$ cat src/rtl/sd_host_cmd_pkg.sv
// Shared types and constants for the SD host command-line initiator.
// Response type codes, FSM states and the serial CRC7 step.
package sd_host_cmd_pkg;

    typedef enum logic [1:0] {
        RESP_NONE      = 2'd0,
        RESP_R48       = 2'd1,
        RESP_R136      = 2'd2,
        RESP_R48_NOCRC = 2'd3
    } resp_type_e;

    typedef enum logic [2:0] {
        ST_IDLE = 3'd0,
        ST_TX   = 3'd1,
        ST_WAIT = 3'd2,
        ST_RX   = 3'd3,
        ST_CHK  = 3'd4,
        ST_GAP  = 3'd5
    } state_e;

    // x^7 + x^3 + 1
    localparam logic [6:0] CRC7_POLY = 7'h09;

    function automatic logic [6:0] crc7_step(input logic [6:0] crc, input logic din);
        logic fb;
        fb = din ^ crc[6];
        crc7_step = {crc[5:0], 1'b0} ^ (fb ? CRC7_POLY : 7'd0);
    endfunction

endpackage

$ cat src/rtl/sd_host_cmd_if.sv
// Command request/response handshake between a controller and the SD host core.
interface sd_host_cmd_if;
    import sd_host_cmd_pkg::*;

    logic         cmd_go;
    logic [5:0]   cmd_index;
    logic [31:0]  cmd_arg;
    logic [1:0]   cmd_resp_type;
    logic         cmd_busy;
    logic         cmd_done;
    logic         cmd_timeout;
    logic         cmd_crc_err;
    logic [135:0] resp_out;

    modport master (
        output cmd_go, cmd_index, cmd_arg, cmd_resp_type,
        input  cmd_busy, cmd_done, cmd_timeout, cmd_crc_err, resp_out
    );

    modport slave (
        input  cmd_go, cmd_index, cmd_arg, cmd_resp_type,
        output cmd_busy, cmd_done, cmd_timeout, cmd_crc_err, resp_out
    );

endinterface

$ cat src/rtl/sd_host_cmd_crc7.sv
// Serial CRC7 accumulator; clear and enable together restart from zero with din included.
module sd_host_cmd_crc7
    import sd_host_cmd_pkg::*;
(
    input  logic       clk_50,
    input  logic       reset,
    input  logic       clr_i,
    input  logic       en_i,
    input  logic       din_i,
    output logic [6:0] crc_o
);

    logic [6:0] crc_q;
    logic [6:0] crc_d;
    logic [6:0] base;

    always_comb begin
        base  = clr_i ? 7'd0 : crc_q;
        crc_d = en_i ? crc7_step(base, din_i) : base;
    end

    always_ff @(posedge clk_50) begin
        if (reset) begin
            crc_q <= '0;
        end else begin
            crc_q <= crc_d;
        end
    end

    assign crc_o = crc_q;

endmodule

$ cat src/rtl/sd_host_cmd.sv
// SD host command-line initiator: sd_clk generation, 48-bit command serialiser,
// R1/R3/R2 response receiver with CRC7 check.
//
// state | meaning
// IDLE  | waiting for cmd_go
// TX    | shifting start..end bit onto CMD, one bit per sd_clk fall
// WAIT  | CMD released, counting rises for the response start bit
// RX    | shifting response bits in on sd_clk rise
// CHK   | one cycle to evaluate CRC7 / end bit
// GAP   | CMD released for NRC_GAP rises, then done
module sd_host_cmd
    import sd_host_cmd_pkg::*;
#(
    parameter int CLK_DIV = 2,
    parameter int NCR_MAX = 64,
    parameter int NRC_GAP = 8
) (
    input  logic         clk_50,
    input  logic         reset,
    sd_host_cmd_if.slave cmd,
    output logic         sd_clk,
    output logic         sd_cmd_o,
    output logic         sd_cmd_t,
    input  logic         sd_cmd_i
);

    localparam int DIV_W = (CLK_DIV > 1) ? $clog2(CLK_DIV) : 1;
    localparam int NCR_W = $clog2(NCR_MAX + 1);

    logic [DIV_W-1:0] div_cnt_q, div_cnt_d;
    logic             sd_clk_q;
    logic             tick, rise_ev, fall_ev;

    state_e           state_q;
    resp_type_e       rtype_q;
    logic             busy_q, done_q, timeout_q, crc_err_q;
    logic             cmd_o_q, cmd_t_q;
    logic [39:0]      tx_sr_q;
    logic [135:0]     resp_q;
    logic [7:0]       bit_cnt_q;
    logic [NCR_W-1:0] ncr_q;

    logic             accept;
    logic             crc_clr, crc_en, crc_din;
    logic [6:0]       crc_w;
    logic [7:0]       crc_end;
    logic [2:0]       crc_idx;
    logic             tx_bit;
    logic [7:0]       rx_last;
    logic             crc_bad;

    assign tick    = (div_cnt_q == DIV_W'(CLK_DIV - 1));
    assign rise_ev = tick & ~sd_clk_q;
    assign fall_ev = tick & sd_clk_q;

    always_comb begin
        div_cnt_d = tick ? '0 : div_cnt_q + 1'b1;
    end

    always_ff @(posedge clk_50) begin
        if (reset) begin
            div_cnt_q <= '0;
            sd_clk_q  <= 1'b0;
        end else begin
            div_cnt_q <= div_cnt_d;
            if (tick) begin
                sd_clk_q <= ~sd_clk_q;
            end
        end
    end

    assign accept = (state_q == ST_IDLE) && cmd.cmd_go && !busy_q;

    // Bits 7..1 of the frame come from the CRC, bit 0 is the end bit.
    assign crc_end = {crc_w, 1'b1};
    assign crc_idx = 3'(8'd47 - bit_cnt_q);
    assign tx_bit  = (bit_cnt_q < 8'd40) ? tx_sr_q[39] : crc_end[crc_idx];

    assign rx_last = (rtype_q == RESP_R136) ? 8'd135 : 8'd47;
    assign crc_bad = !resp_q[0] ||
                     ((rtype_q != RESP_R48_NOCRC) && (crc_w != resp_q[7:1]));

    // R2 excludes its leading 8 bits from the CRC; R48 covers from the start bit.
    always_comb begin
        crc_clr = 1'b0;
        crc_en  = 1'b0;
        crc_din = 1'b0;
        case (state_q)
            ST_IDLE: crc_clr = accept;
            ST_TX: begin
                crc_en  = fall_ev && (bit_cnt_q < 8'd40);
                crc_din = tx_sr_q[39];
            end
            ST_WAIT: begin
                if (rise_ev && !sd_cmd_i) begin
                    crc_clr = 1'b1;
                    crc_en  = (rtype_q != RESP_R136);
                end
                crc_din = sd_cmd_i;
            end
            ST_RX: begin
                if (rise_ev) begin
                    crc_en = (rtype_q == RESP_R136) ?
                             ((bit_cnt_q >= 8'd8) && (bit_cnt_q < 8'd128)) :
                             (bit_cnt_q < 8'd40);
                end
                crc_din = sd_cmd_i;
            end
            default: ;
        endcase
    end

    sd_host_cmd_crc7 u_crc7 (
        .clk_50 (clk_50),
        .reset  (reset),
        .clr_i  (crc_clr),
        .en_i   (crc_en),
        .din_i  (crc_din),
        .crc_o  (crc_w)
    );

    always_ff @(posedge clk_50) begin
        if (reset) begin
            state_q   <= ST_IDLE;
            rtype_q   <= RESP_NONE;
            busy_q    <= 1'b0;
            done_q    <= 1'b0;
            timeout_q <= 1'b0;
            crc_err_q <= 1'b0;
            cmd_o_q   <= 1'b1;
            cmd_t_q   <= 1'b1;
            tx_sr_q   <= '0;
            resp_q    <= '0;
            bit_cnt_q <= '0;
            ncr_q     <= '0;
        end else begin
            done_q <= 1'b0;
            case (state_q)
                ST_IDLE: begin
                    if (accept) begin
                        tx_sr_q   <= {2'b01, cmd.cmd_index, cmd.cmd_arg};
                        rtype_q   <= resp_type_e'(cmd.cmd_resp_type);
                        busy_q    <= 1'b1;
                        timeout_q <= 1'b0;
                        crc_err_q <= 1'b0;
                        resp_q    <= '0;
                        bit_cnt_q <= '0;
                        state_q   <= ST_TX;
                    end
                end
                ST_TX: begin
                    if (fall_ev) begin
                        if (bit_cnt_q == 8'd48) begin
                            cmd_o_q   <= 1'b1;
                            cmd_t_q   <= 1'b1;
                            bit_cnt_q <= '0;
                            ncr_q     <= '0;
                            state_q   <= (rtype_q == RESP_NONE) ? ST_GAP : ST_WAIT;
                        end else begin
                            cmd_o_q   <= tx_bit;
                            cmd_t_q   <= 1'b0;
                            bit_cnt_q <= bit_cnt_q + 8'd1;
                            if (bit_cnt_q < 8'd40) begin
                                tx_sr_q <= {tx_sr_q[38:0], 1'b0};
                            end
                        end
                    end
                end
                ST_WAIT: begin
                    if (rise_ev) begin
                        if (!sd_cmd_i) begin
                            resp_q    <= {resp_q[134:0], 1'b0};
                            bit_cnt_q <= 8'd1;
                            state_q   <= ST_RX;
                        end else if (ncr_q == NCR_W'(NCR_MAX - 1)) begin
                            timeout_q <= 1'b1;
                            bit_cnt_q <= '0;
                            state_q   <= ST_GAP;
                        end else begin
                            ncr_q <= ncr_q + 1'b1;
                        end
                    end
                end
                ST_RX: begin
                    if (rise_ev) begin
                        resp_q    <= {resp_q[134:0], sd_cmd_i};
                        bit_cnt_q <= bit_cnt_q + 8'd1;
                        if (bit_cnt_q == rx_last) begin
                            state_q <= ST_CHK;
                        end
                    end
                end
                ST_CHK: begin
                    crc_err_q <= crc_bad;
                    bit_cnt_q <= '0;
                    state_q   <= ST_GAP;
                end
                ST_GAP: begin
                    if (rise_ev) begin
                        if (bit_cnt_q == 8'(NRC_GAP - 1)) begin
                            done_q  <= 1'b1;
                            busy_q  <= 1'b0;
                            state_q <= ST_IDLE;
                        end else begin
                            bit_cnt_q <= bit_cnt_q + 8'd1;
                        end
                    end
                end
                default: state_q <= ST_IDLE;
            endcase
        end
    end

    assign sd_clk          = sd_clk_q;
    assign sd_cmd_o        = cmd_o_q;
    assign sd_cmd_t        = cmd_t_q;
    assign cmd.cmd_busy    = busy_q;
    assign cmd.cmd_done    = done_q;
    assign cmd.cmd_timeout = timeout_q;
    assign cmd.cmd_crc_err = crc_err_q;
    assign cmd.resp_out    = resp_q;

endmodule
$ cat src/flat_wrapper.sv
// flat-port wrapper written by rule: the top's interface ports become plain ports
module sd_host_cmd_flat import sd_host_cmd_pkg::*;
#(
    parameter int CLK_DIV = 2,
    parameter int NCR_MAX = 64,
    parameter int NRC_GAP = 8
)
  (clk_50, reset, sd_clk, sd_cmd_o, sd_cmd_t, sd_cmd_i, cmd_cmd_go, cmd_cmd_index, cmd_cmd_arg, cmd_cmd_resp_type, cmd_cmd_busy, cmd_cmd_done, cmd_cmd_timeout, cmd_cmd_crc_err, cmd_resp_out);
  sd_host_cmd_if cmd_i ();
  input  logic clk_50;
  input  logic reset;
  output logic sd_clk;
  output logic sd_cmd_o;
  output logic sd_cmd_t;
  input  logic sd_cmd_i;
  input wire logic [$bits(cmd_i.cmd_go)-1:0] cmd_cmd_go;
  input wire logic [$bits(cmd_i.cmd_index)-1:0] cmd_cmd_index;
  input wire logic [$bits(cmd_i.cmd_arg)-1:0] cmd_cmd_arg;
  input wire logic [$bits(cmd_i.cmd_resp_type)-1:0] cmd_cmd_resp_type;
  output wire logic [$bits(cmd_i.cmd_busy)-1:0] cmd_cmd_busy;
  output wire logic [$bits(cmd_i.cmd_done)-1:0] cmd_cmd_done;
  output wire logic [$bits(cmd_i.cmd_timeout)-1:0] cmd_cmd_timeout;
  output wire logic [$bits(cmd_i.cmd_crc_err)-1:0] cmd_cmd_crc_err;
  output wire logic [$bits(cmd_i.resp_out)-1:0] cmd_resp_out;
  assign cmd_i.cmd_go = cmd_cmd_go;
  assign cmd_i.cmd_index = cmd_cmd_index;
  assign cmd_i.cmd_arg = cmd_cmd_arg;
  assign cmd_i.cmd_resp_type = cmd_cmd_resp_type;
  assign cmd_cmd_busy = cmd_i.cmd_busy;
  assign cmd_cmd_done = cmd_i.cmd_done;
  assign cmd_cmd_timeout = cmd_i.cmd_timeout;
  assign cmd_cmd_crc_err = cmd_i.cmd_crc_err;
  assign cmd_resp_out = cmd_i.resp_out;
  sd_host_cmd #(.CLK_DIV(CLK_DIV), .NCR_MAX(NCR_MAX), .NRC_GAP(NRC_GAP)) u_core (.clk_50(clk_50), .reset(reset), .cmd(cmd_i), .sd_clk(sd_clk), .sd_cmd_o(sd_cmd_o), .sd_cmd_t(sd_cmd_t), .sd_cmd_i(sd_cmd_i));
endmodule
$ cat config.mk
export PLATFORM = sky130hd
export DESIGN_NAME = sd_host_cmd_flat
export DESIGN_NICKNAME = d
export VERILOG_FILES = /design/src/rtl/sd_host_cmd_pkg.sv /design/src/rtl/sd_host_cmd_if.sv /design/src/rtl/sd_host_cmd_crc7.sv /design/src/rtl/sd_host_cmd.sv /design/src/flat_wrapper.sv
export SDC_FILE = /design/constraint.sdc
export NUM_CORES = 1
export LEC_CHECK = 0
export BUFFER_PORTS_ARGS = -buffer_cell sky130_fd_sc_hd__buf_2
export CORE_MARGIN = 1
export CORE_UTILIZATION = 45
export CTS_CLUSTER_SIZE = 20
export DETAILED_ROUTE_END_ITERATION = 10
export PLACE_DENSITY = 0.68
export SYNTH_ARGS = -nofsm -noshare
export SYNTH_HDL_FRONTEND = slang
export SYNTH_SLANG_ARGS = --single-unit
$ cat constraint.sdc
create_clock -name clk_50 -period 6.15 [get_ports clk_50]
set_input_delay 0.3075 -clock clk_50 [delete_from_list [all_inputs] [get_ports clk_50]]
set_output_delay 0.3075 -clock clk_50 [all_outputs]
set_load 0.1 [all_outputs]
* Word-level counts from Yosys, hierarchy flattened
Cells that the tools add are included.
Storage, ports and cells: output and inout bits 143, register bits 211, input port bits 44, logic and storage cells 156
Cells by class: order comparisons 4, mux-type cells 65, eq/ne operators 29, bitwise gates (word level) 7, reduce and logical (&&, ||, !) cells 32, $add $sub $neg 4
Operator list (count):
- 136-bit two-way mux | 4
- 136-bit case mux with 3 select lines | 1
- 40-bit two-way mux | 4
- 8-bit two-way mux | 10
- 40-bit case mux with 2 select lines | 1
- 7-bit two-way mux | 7
- 8-bit case mux with 6 select lines | 1
- 3-bit two-way mux | 11
- 2-bit by 1-bit inequality test with 1-bit output (second input constant) | 10
- 3-bit case mux with 6 select lines | 1
- 1-bit two-way mux | 16
- 5-bit AND reduction | 3
- 2-bit inequality test (second input constant) | 7
- 7-bit case mux with 2 select lines | 1
- 1-bit case mux with 2 select lines | 5
- 2-bit nonzero test | 5
- 9-bit AND reduction | 1
- 8-bit by 1-bit adder with 8-bit output (second input constant) | 1
- 8-bit by 3-bit == test with 1-bit output (second input constant) | 1
- 8-bit by 6-bit == test with 1-bit output (second input constant) | 1
- 8-bit == test | 1
- 8-bit by 4-bit greater-or-equal comparator with 1-bit output (second input constant) | 1
- 8-bit by 6-bit less-than comparator with 1-bit output (second input constant) | 1
- 8-bit less-than comparator (second input constant) | 1
- other kinds (31) | 46

* Longest topological paths before layout
Gate-level depths: netlist of the first run.
word-level depth 10, gate-level depth with buffers 9, depth with buffers taken out 7

* Cells and area by module
A second synthesis of the first run with hierarchy kept.
Second synthesis, totals: cell total of the unflattened synthesis 1101, area total of the unflattened synthesis 8750.9 um^2
Modules (own cells, without submodules):
- sd_host_cmd | cells an instance 1067, area an instance 8424.3 um^2, sequential area each 4083.9 um^2, instances 1
- sd_host_cmd_crc7 | cells an instance 34, area an instance 326.6 um^2, sequential area each 140.1 um^2, instances 1

* Worst setup path before layout of the first run
No wires, ideal clock.
path kind reg-to-reg, start point register u_core.sd_clk_q, in the netlist u_core.sd_clk, end point register u_core.resp_q[100], in the netlist u_core.cmd.resp_out[100], period minus slack after synthesis 2491 ps, required time 6079 ps, slack 3659 ps, data arrival time 2420 ps, setup time 71 ps, path buffers 4, stages on the path, launching flop included 10, path through dfxtp_1 nand2b_1 clkbuf_1 o21a_1 or4_1 buf_2 buf_2 buf_2 nand2_1 a21oi_1
On the way: word-level cells in the longest chain between the ends 4, elaborated cells between the ends (all ways) 5, those cells by class 2 x eq/ne; 2 x bitwise; 1 x reduce/logical
RTL lines:
- start, declared | line sd_host_cmd.sv:31 | logic sd_clk_q;
- start signal, assigned | line sd_host_cmd.sv:67 | sd_clk_q <= ~sd_clk_q;
- 1-bit NOT * | line sd_host_cmd.sv:53 | assign rise_ev = tick & ~sd_clk_q;
- 1-bit bitwise AND * | line sd_host_cmd.sv:53
- 2-bit by 1-bit inequality test with 1-bit output (no line)
- 5-bit AND reduction (no line) *
- end signal, assigned | line sd_host_cmd.sv:172 | resp_q <= {resp_q[134:0], 1'b0};
- end signal, assigned | line sd_host_cmd.sv:186 | resp_q <= {resp_q[134:0], sd_cmd_i};
- end, declared | line sd_host_cmd.sv:39 | logic [135:0] resp_q;
Every way passes the cells marked *; elsewhere a longest branch is shown, timed or not. A chain may end at the register's enable or synchronous reset.

* Final worst setup path of the first run
start point register u_core.state_q[2], end point register u_core.resp_q[28], in the netlist u_core.cmd.resp_out[28]
On the way: word-level cells in the longest chain between the ends 5, elaborated cells between the ends (all ways) 12, those cells by class 6 x eq/ne; 1 x mux; 5 x reduce/logical
RTL lines:
- start, declared | line sd_host_cmd.sv:34 | state_e state_q;
- start signal, assigned | line sd_host_cmd.sv:158 | state_q <= (rtype_q == RESP_NONE) ? ST_GAP : ST_WAIT;
- 3-bit logical NOT | line sd_host_cmd.sv:72, sd_host_cmd.sv:138
- 1-bit logical AND (2 in series) | line sd_host_cmd.sv:72 | assign accept = (state_q == ST_IDLE) && cmd.cmd_go && !busy_q;
- 2-bit by 1-bit inequality test with 1-bit output (no line)
- 5-bit AND reduction (no line)
Parallel ways exist; a longest one is shown, timed or not.

==> impl_results.md, run 1 <==
* Status: finished, final reports clean
* H-tree levels at 1
* First-pass GRT wire length at about 36 mm
* Leakage power at around 4 nW
* # rows at 50
* Core area at around 19,000 sq um
* Post-route ant nets at 0
* Main synth FF type: dfxtp_1
* Synthesized flop and latch total at about 210
* Synthesized area at around 9000 sq um
* Unrepaired setup endpoints after global routing: false
* Worst-Margin Slew at between 0.9 and 1 ns
* Hold path depth at 3
* Setup TNS at 0 ns
* Largest net degree at the start of global routing at around 140
* Maximum clock rate at around 310 MHz
* Cells along the critical path: nor2_1, and3_1, or4_4, buf_4, nand2_1, a21oi_1
* Nature of the critical path endpoint: flip-flop
* Number of global-route vias before repair at roughly 7,400
* Vias after detailed routing at between 8,000 and 9,000
* Max Clock Skew at around 0.016 ns
* Worst setup margin at ~2.9 ns
* Reg2reg end: u_core.cmd.resp_out[28]$_SDFFE_PP0P_
* CP max-delay cell: dfxtp_1
* DRT iter0 DRCs at ~500
* Netlist cell types at 64
* Clk sinks at ~210
* Crit path DAT at between 3 and 4 ns
* Critical path startpoint category: flip-flop
* Final Cycle Share at roughly 52%
* Initial Util at between 40% and 50%
* Syn_area_per_cell at roughly 8.0 sq um
* EDFF count, synth at 0
* Setup Viol. Count Final at 0
* # resized after CTS at 0
* HP Class: in -> reg
* Peak supply drop at between 0.0003 and 0.0004 V
* HPWL Detailed at about 14 mm
* R2R Setup Slk at about 3 ns
* WHS at 0.03889 ns
* Avg Vias per Cell at approximately 5.5
* Die area at slightly above 20,000 sq um
* First-pass DRT Iterations at 5
* Routed wire length at roughly 22 mm
* CP Max Fanout at 92
* Max_slew headroom at 36.66%
* Crit path kind: reg -> reg
* Crit path capture: u_core.cmd.resp_out[28]$_SDFFE_PP0P_
* Warnings, synthesis at 0
* CTS max path bufs at 3
* Ports at around 190
* WL per Instance at 14.92 um
* Max stage delay on crit path at roughly 0.89 ns
* Pwr Density at 386.3 nW/um^2
* Mapped Cells at ~1,100
* DRC errors left at 0
* Root Driver: clkbuf_16
* Layout cells sized above 1 at roughly a fifth
* Die X-Extent at around 140 um
* Minimum clock period at 3.206 ns
* Antenna diodes at 0
* Dpl ws at 3.004 ns
* # hold bufs at CTS at 0
* Synth-to-layout area growth at 19.52%
* Antenna violations before repair at 0
* Clock buffer count from CTS at 23
* Async set-or-reset flop fraction in the synthesized netlist at 0%
* MaxCap Viol Count at 0
* Post-Syn Nets at between 1,000 and 1,500
* Critical path data required time at 6.51 ns
* Die Ht at approximately 140 um
* Clk_lat worst skew at between 0.5 and 0.6 ns
* I/O Buffers at 186
* GPL Wtd Cong at slightly below 0.9
* CTS tree: built
* Number of buffers added for setup after CTS at 0
* Nets at around 1,300
* Fin. max-slew vios at 0
* Reg clk slew, reported paths at ~0.060 ns
* R2R cell count at 6
* R2r startpoint: u_core.state_q[2]$_SDFFE_PP0P_
* Fin. Hold Viols at 0
* Gr usage total at between 20% and 30%
* Sequential share of the synthesized area at 47.83%
* Global route overflow at 0
* Worst setup startpoint: u_core.state_q[2]$_SDFFE_PP0P_
==> how the worst min path moves through the flow <==
stage                                    start                               to
5_1_grt                   cmd_cmd_resp_type[0]   u_core.rtype_q[0]$_SDFFE_PP0P_
6_report                  cmd_cmd_resp_type[0]   u_core.rtype_q[0]$_SDFFE_PP0P_
2_1_floorplan  u_core.tx_sr_q[38]$_SDFFE_PP0P_  u_core.tx_sr_q[39]$_SDFFE_PP0P_
3_5_place_dp      u_core.sd_cmd_t$_SDFFE_PP1P_     u_core.sd_cmd_t$_SDFFE_PP1P_
3_3_place_gp      u_core.sd_cmd_t$_SDFFE_PP1P_     u_core.sd_cmd_t$_SDFFE_PP1P_
4_1_cts                   cmd_cmd_resp_type[0]   u_core.rtype_q[0]$_SDFFE_PP0P_
==> metrics by stage <==
step	util (%)	instance area, sq um	std cells	power [W]
6_report	55.69	10560	1500	0.004078
5_1_grt	55.69	10560	1500	0.004293
4_1_cts	55.69	10560	1500	0.004113
3_5_place_dp	51.60	9782	1458	0.002722
3_3_place_gp	51.60	9782	1458	0.002715
2_1_floorplan	-	8832	1105	0.002492
==> cell usage in the layout (no fill, tap or decap), types with 6 or more instances in the layout <==
cell type and count:
buf_4 9, nand4_1 6, nor3_1 14, dfxtp_1 211, clkbuf_16 23, nand3_1 146
nand2_1 237, or4_1 6, clkbuf_8 9, inv_1 8, o21ai_0 12, buf_2 185
a21oi_1 155, a311oi_1 39, mux2i_1 8, nor2_1 51, a32o_1 6
==> state kept, by name, indices dropped and copies added, names as in the netlist <==
name,flops
u_core.bit_cnt_q,8
u_core.cmd.cmd_busy,1
u_core.cmd.cmd_timeout,1
u_core.div_cnt_q,1
u_core.rtype_q,2
u_core.cmd.resp_out,136
u_core.sd_cmd_t,1
u_core.tx_sr_q,40
u_core.state_q,3
u_core.sd_clk,1
u_core.u_crc7.crc_o,7
u_core.ncr_q,7
u_core.sd_cmd_o,1
u_core.cmd.cmd_done,1
u_core.cmd.cmd_crc_err,1
==> report_power, final <==
| group | total, W | leakage, nW | internal, W | switching (W) |
|---|---|---|---|---|
| Clock | 0.00138 | 0.390 | 0.000837 | 0.000548 |
| Combinational | 0.00112 | 1.99 | 0.000261 | 0.000858 |
| Sequential | 0.00157 | 1.71 | 0.00148 | 0.0000950 |
==> final cells by class <==
| class | instances | area [sq um] |
|---|---|---|
| repair buffers | 196 | 1025 |
| fillers | 1772 | 8399 |
| clock inverters | 7 | 63.81 |
| well taps | 260 | 325.3 |
| multi-input cells | 783 | 4178 |
| clock buffers | 35 | 710.7 |
| flip-flops and latches | 211 | 4224 |
| inverters | 8 | 30.03 |
==> kinds of logic after synthesis <==
kind of cell	after synthesis	share of synthesized area [%]
xor+xnor	8	0.7932
fa+ha+maj	3	0.4250
flops	211	47.83
compound gates	250	17.78
simple gates	513	26.85
mux	9	1.162
buf+inv	111	5.171
==> critical path, delay by kind of cell (launching register included) <==
family / cells / cell delay (ns)
buffers and inverters: 1 / 0.46
DFF: 1 / 0.89
and+or+nand+nor: 4 / 1.50
AOI/OAI and AO/OA: 1 / 0.07
==> Yosys cell counts (4+ instances only) <==
library cell	instances	share of area [%]
dfxtp_1	211	48
nor3b_1	4	0.34
buf_1	7	0.30
xnor2_1	4	0.40
a311oi_1	39	3.9
or4_1	7	0.59
nand3_1	146	8.3
nand2_1	238	10
or3_1	4	0.28
a21oi_1	155	8.8
nand2b_1	4	0.28
nor4_1	4	0.28
buf_2	23	1.3
nor2b_1	6	0.43
nor2_1	51	2.2
nand3b_1	5	0.43
and3_1	5	0.35
nand4_1	6	0.43
xor2_1	4	0.40
inv_1	8	0.34
mux2i_1	8	0.91
a32o_1	6	0.68
nor3_1	14	0.79
clkbuf_1	71	3.0
a31oi_1	4	0.28
o21ai_0	12	0.68
==> metal layers <==
layer	part of all wire (%)	wire, um	vias up	GRT usage, %
met5	0	0	-	0
met3	7.2	1613	47	5.619
li1	-	-	4123	-
met1	45	10120	3850	28.41
met2	45	10120	247	33.62
met4	2.3	520	0	6.961
(Power assumes the default switching activity.)
==> inputs of run 2 (changes only) <==
--- a/config.mk
+++ b/config.mk
@@ -10,7 +10,7 @@
 export CORE_UTILIZATION = 45
 export CTS_CLUSTER_SIZE = 20
 export DETAILED_ROUTE_END_ITERATION = 10
-export PLACE_DENSITY = 0.68
+export PLACE_DENSITY = 0.7
 export SYNTH_ARGS = -nofsm -noshare
 export SYNTH_HDL_FRONTEND = slang
 export SYNTH_SLANG_ARGS = --single-unit
==> constraint.sdc (replaced) <==
create_clock -name clk_50 -period 2.8 [get_ports clk_50]
set_input_delay 0.14 -clock clk_50 [delete_from_list [all_inputs] [get_ports clk_50]]
set_output_delay 0.14 -clock clk_50 [all_outputs]
set_load 0.1 [all_outputs]
==> run 2 against run 1 <==
Against the previous run:
- design area up 5.8%
- sequential power increased by 120%
- final cell count rose by 3.7%
- critical path depth unchanged
- clock power is 120% higher
- count of clock-buffer cells in the layout stayed put
- critical path type unchanged
- critical endpoint is now u_core.cmd.resp_out[32]$_SDFFE_PP0P_
- largest power group unchanged
==> impl_results.md, run 2 (synthesis results as in run 1) <==
* Status: finished, final reports clean (unchanged)
* # resized after CTS at 0 (unchanged)
* Clock power frac at 33.1% (was 33.9%)
* Crit path DAT at 2.81 ns (was 3.57 ns)
* Final Cycle Share at 87.10% (was 52.13%)
* Unrepaired setup endpoints after global routing: false (unchanged)
* Max reg flops at 136 (unchanged)
* Maximum clock rate at 410.0 MHz (was 311.9 MHz)
* CP max-delay cell: dfxtp_1 (unchanged)
* Max_slew headroom at 44.14% (was 36.66%)
* HP Class: in -> reg (unchanged)
* Initial Util at 46.59% (unchanged)
* Max stage delay on crit path at 0.74 ns (was 0.89 ns)
* R2R Setup Slk at 0.36 ns (was 2.94 ns)
* Hold_sp: reset (was cmd_cmd_resp_type[0])
* Root Driver: clkbuf_16 (unchanged)
* Hold path depth at 2 (was 3)
* HPWL Detailed at 13.90 mm (was 13.60 mm)
* Clk sinks at 211 (unchanged)
* Hold endpoint: u_core.div_cnt_q$_SDFF_PP0_ (was u_core.rtype_q[0]$_SDFFE_PP0P_)
* Minimum clock period at 2.439 ns (was 3.206 ns)
* Worst-Margin Slew at 0.8379 ns (was 0.9488 ns)
* Global route overflow at 0 (unchanged)
* Largest net degree at the start of global routing at 138 (was 137)
* Number of global-route vias before repair at 7,838 (was 7,441)
* Peak supply drop at 0.0007370 V (was 0.0003589 V)
* # rows at 50 (unchanged)
* Critical path startpoint category: flip-flop (unchanged)
* Pwr Density at 838.0 nW/um^2 (was 386.3 nW/um^2)
* R2R cell count at 6 (unchanged)
* Antenna violations before repair at 0 (unchanged)
* Fin. max-slew vios at 0 (unchanged)
* CTS max path bufs at 3 (unchanged)
* H-tree levels at 1 (unchanged)
* CTS tree: built (unchanged)
* Sequential power share at 36.7% (was 38.6%)
* First-pass DRT Iterations at 4 (was 5)
* WL per Instance at 15.01 um (was 14.92 um)
* Die X-Extent at 142.1 um (unchanged)
* Avg Vias per Cell at 5.494 (was 5.511)
* Pint at 0.005950 W (was 0.002577 W)
* GPL Wtd Cong at 0.8582 (was 0.8658)
* Ports at 187 (unchanged)
* MaxCap Viol Count at 0 (unchanged)
* Setup TNS at 0 ns (unchanged)
* Vias after detailed routing at 8,549 (was 8,267)
* Synth-to-layout area growth at 26.41% (was 19.52%)
* Die area at 20,190 sq um (unchanged)
* Layout cells sized above 1 at 20.29% (was 20.24%)
* Reg2reg end: u_core.cmd.resp_out[32]$_SDFFE_PP0P_ (was u_core.cmd.resp_out[28]$_SDFFE_PP0P_)
* First-pass GRT wire length at 37.96 mm (was 36.43 mm)
* Commonest non-fill, non-tap cell in the layout: nand2_1 (unchanged)
* NetSw at 0.003406 W (was 0.001501 W)
* Commonest non-fill, non-tap cells in the layout: nand2_1 (237), dfxtp_1 (211), buf_2 (185), a21oi_1 (155), nand3_1 (146) (unchanged)
* CP Max Fanout at 136 (was 92)
* Max Clock Skew at 0.01249 ns (was 0.01555 ns)
* Reg clk slew, reported paths at 0.06 ns (about the same)
* Antenna diodes at 0 (unchanged)
* R2r startpoint: u_core.state_q[2]$_SDFFE_PP0P_ (unchanged)
* Critical path data required time at 3.17 ns (was 6.51 ns)
* Gr usage total at 22.27% (was 21.37%)
* Setup Viol. Count Final at 0 (unchanged)
* Nature of the critical path endpoint: flip-flop (unchanged)
* DRC errors left at 0 (unchanged)
* Number of buffers added for setup after CTS at 0 (unchanged)
* Fin. Hold Viols at 0 (unchanged)
* Clk_lat worst skew at 0.51 ns (about the same)
* Combinational share of power at 30.2% (was 27.5%)
* Crit path kind: reg -> reg (unchanged)
* Clock buffer count from CTS at 23 (unchanged)
* Switching part of the total at 36.40% (was 36.81%)
* I/O Buffers at 186 (unchanged)
* Leakage power at 4.362 nW (was 4.093 nW)
* WHS at 0.04968 ns (was 0.03889 ns)
* Core area at 18,960 sq um (unchanged)
* Die Ht at 142.1 um (unchanged)
* DRT iter0 DRCs at 471 (was 495)
* Cells along the critical path: nor2_1, and3_1, or4_4, buf_12, nand2_1, a21oi_1 (was nor2_1, and3_1, or4_4, buf_4, nand2_1, a21oi_1)
* Nets at 1,326 (was 1,270)
* Routed wire length at 23.35 mm (was 22.37 mm)
* Post-route ant nets at 0 (unchanged)
[run 2: power by group through the flow]
stage	clock (W)	sequential, W	combinational [W]
after detailed placement	0	0.00349	0.00276
after CTS	0.00318	0.00343	0.00282
final	0.00309	0.00344	0.00283
after floorplan	0	0.00353	0.00195
after global placement	0	0.00349	0.00275
after global routing	0.00329	0.00346	0.00309
[run 2: routing by layer]
metal	track usage, %	wire, um	share of wire [%]
met3	5.821	1677	7.2
met2	36.51	10930	47
met5	0	0	0
met4	5.263	346	1.5
met1	29.16	10390	45
[run 2: cell type report]
cell class / instances / area, sq um
inverter: 8 / 30.03
clock inverter: 7 / 103.9
multi-input combinational: 783 / 4178
clock buffer: 35 / 680.7
sequential: 211 / 4224
fill: 1695 / 7791
timing repair buffer: 252 / 1623
tap: 260 / 325.3
[run 2: how the worst max path moves through the flow]
stage	start	end	slack, ns	depth (start not counted)
floorplan	u_core.sd_clk$_SDFFE_PP0P_	u_core.cmd.resp_out[100]$_SDFFE_PP0P_	0.31	9
global placement	u_core.state_q[2]$_SDFFE_PP0P_	u_core.cmd.resp_out[42]$_SDFFE_PP0P_	0.46	7
detailed placement	u_core.state_q[2]$_SDFFE_PP0P_	u_core.cmd.resp_out[32]$_SDFFE_PP0P_	0.46	7
CTS	u_core.state_q[2]$_SDFFE_PP0P_	u_core.tx_sr_q[31]$_SDFFE_PP0P_	0.42	7
global route	u_core.state_q[1]$_SDFFE_PP0P_	u_core.ncr_q[4]$_SDFFE_PP0P_	0.20	6
finish	u_core.state_q[2]$_SDFFE_PP0P_	u_core.cmd.resp_out[32]$_SDFFE_PP0P_	0.36	6
[run 2: worst max-delay path: cells and delay by family, from the launching register on]
kind / cells / cell delay [ns]
simple gates: 4 / 1.09
flops: 1 / 0.74
buf+inv: 1 / 0.21
compound gates: 1 / 0.08
[run 2: through the flow]
step	cell area, sq um	total power (W)	util, %	cells	worst slack, ns
after floorplan	8832	0.005475	-	1105	0.3089
after global placement	9970	0.006241	52.59	1473	0.4566
after detailed placement	9970	0.006256	52.59	1473	0.4591
after CTS	11160	0.009422	58.90	1556	0.4228
after global routing	11160	0.009854	58.90	1556	0.2003
final	11160	0.009356	58.90	1556	0.3611
[run 2: what timing repair did]
action,CTS,global route
endpoints found under the hold margin,41,0
setup endpoints to repair,0,0
hold buffers,41,0
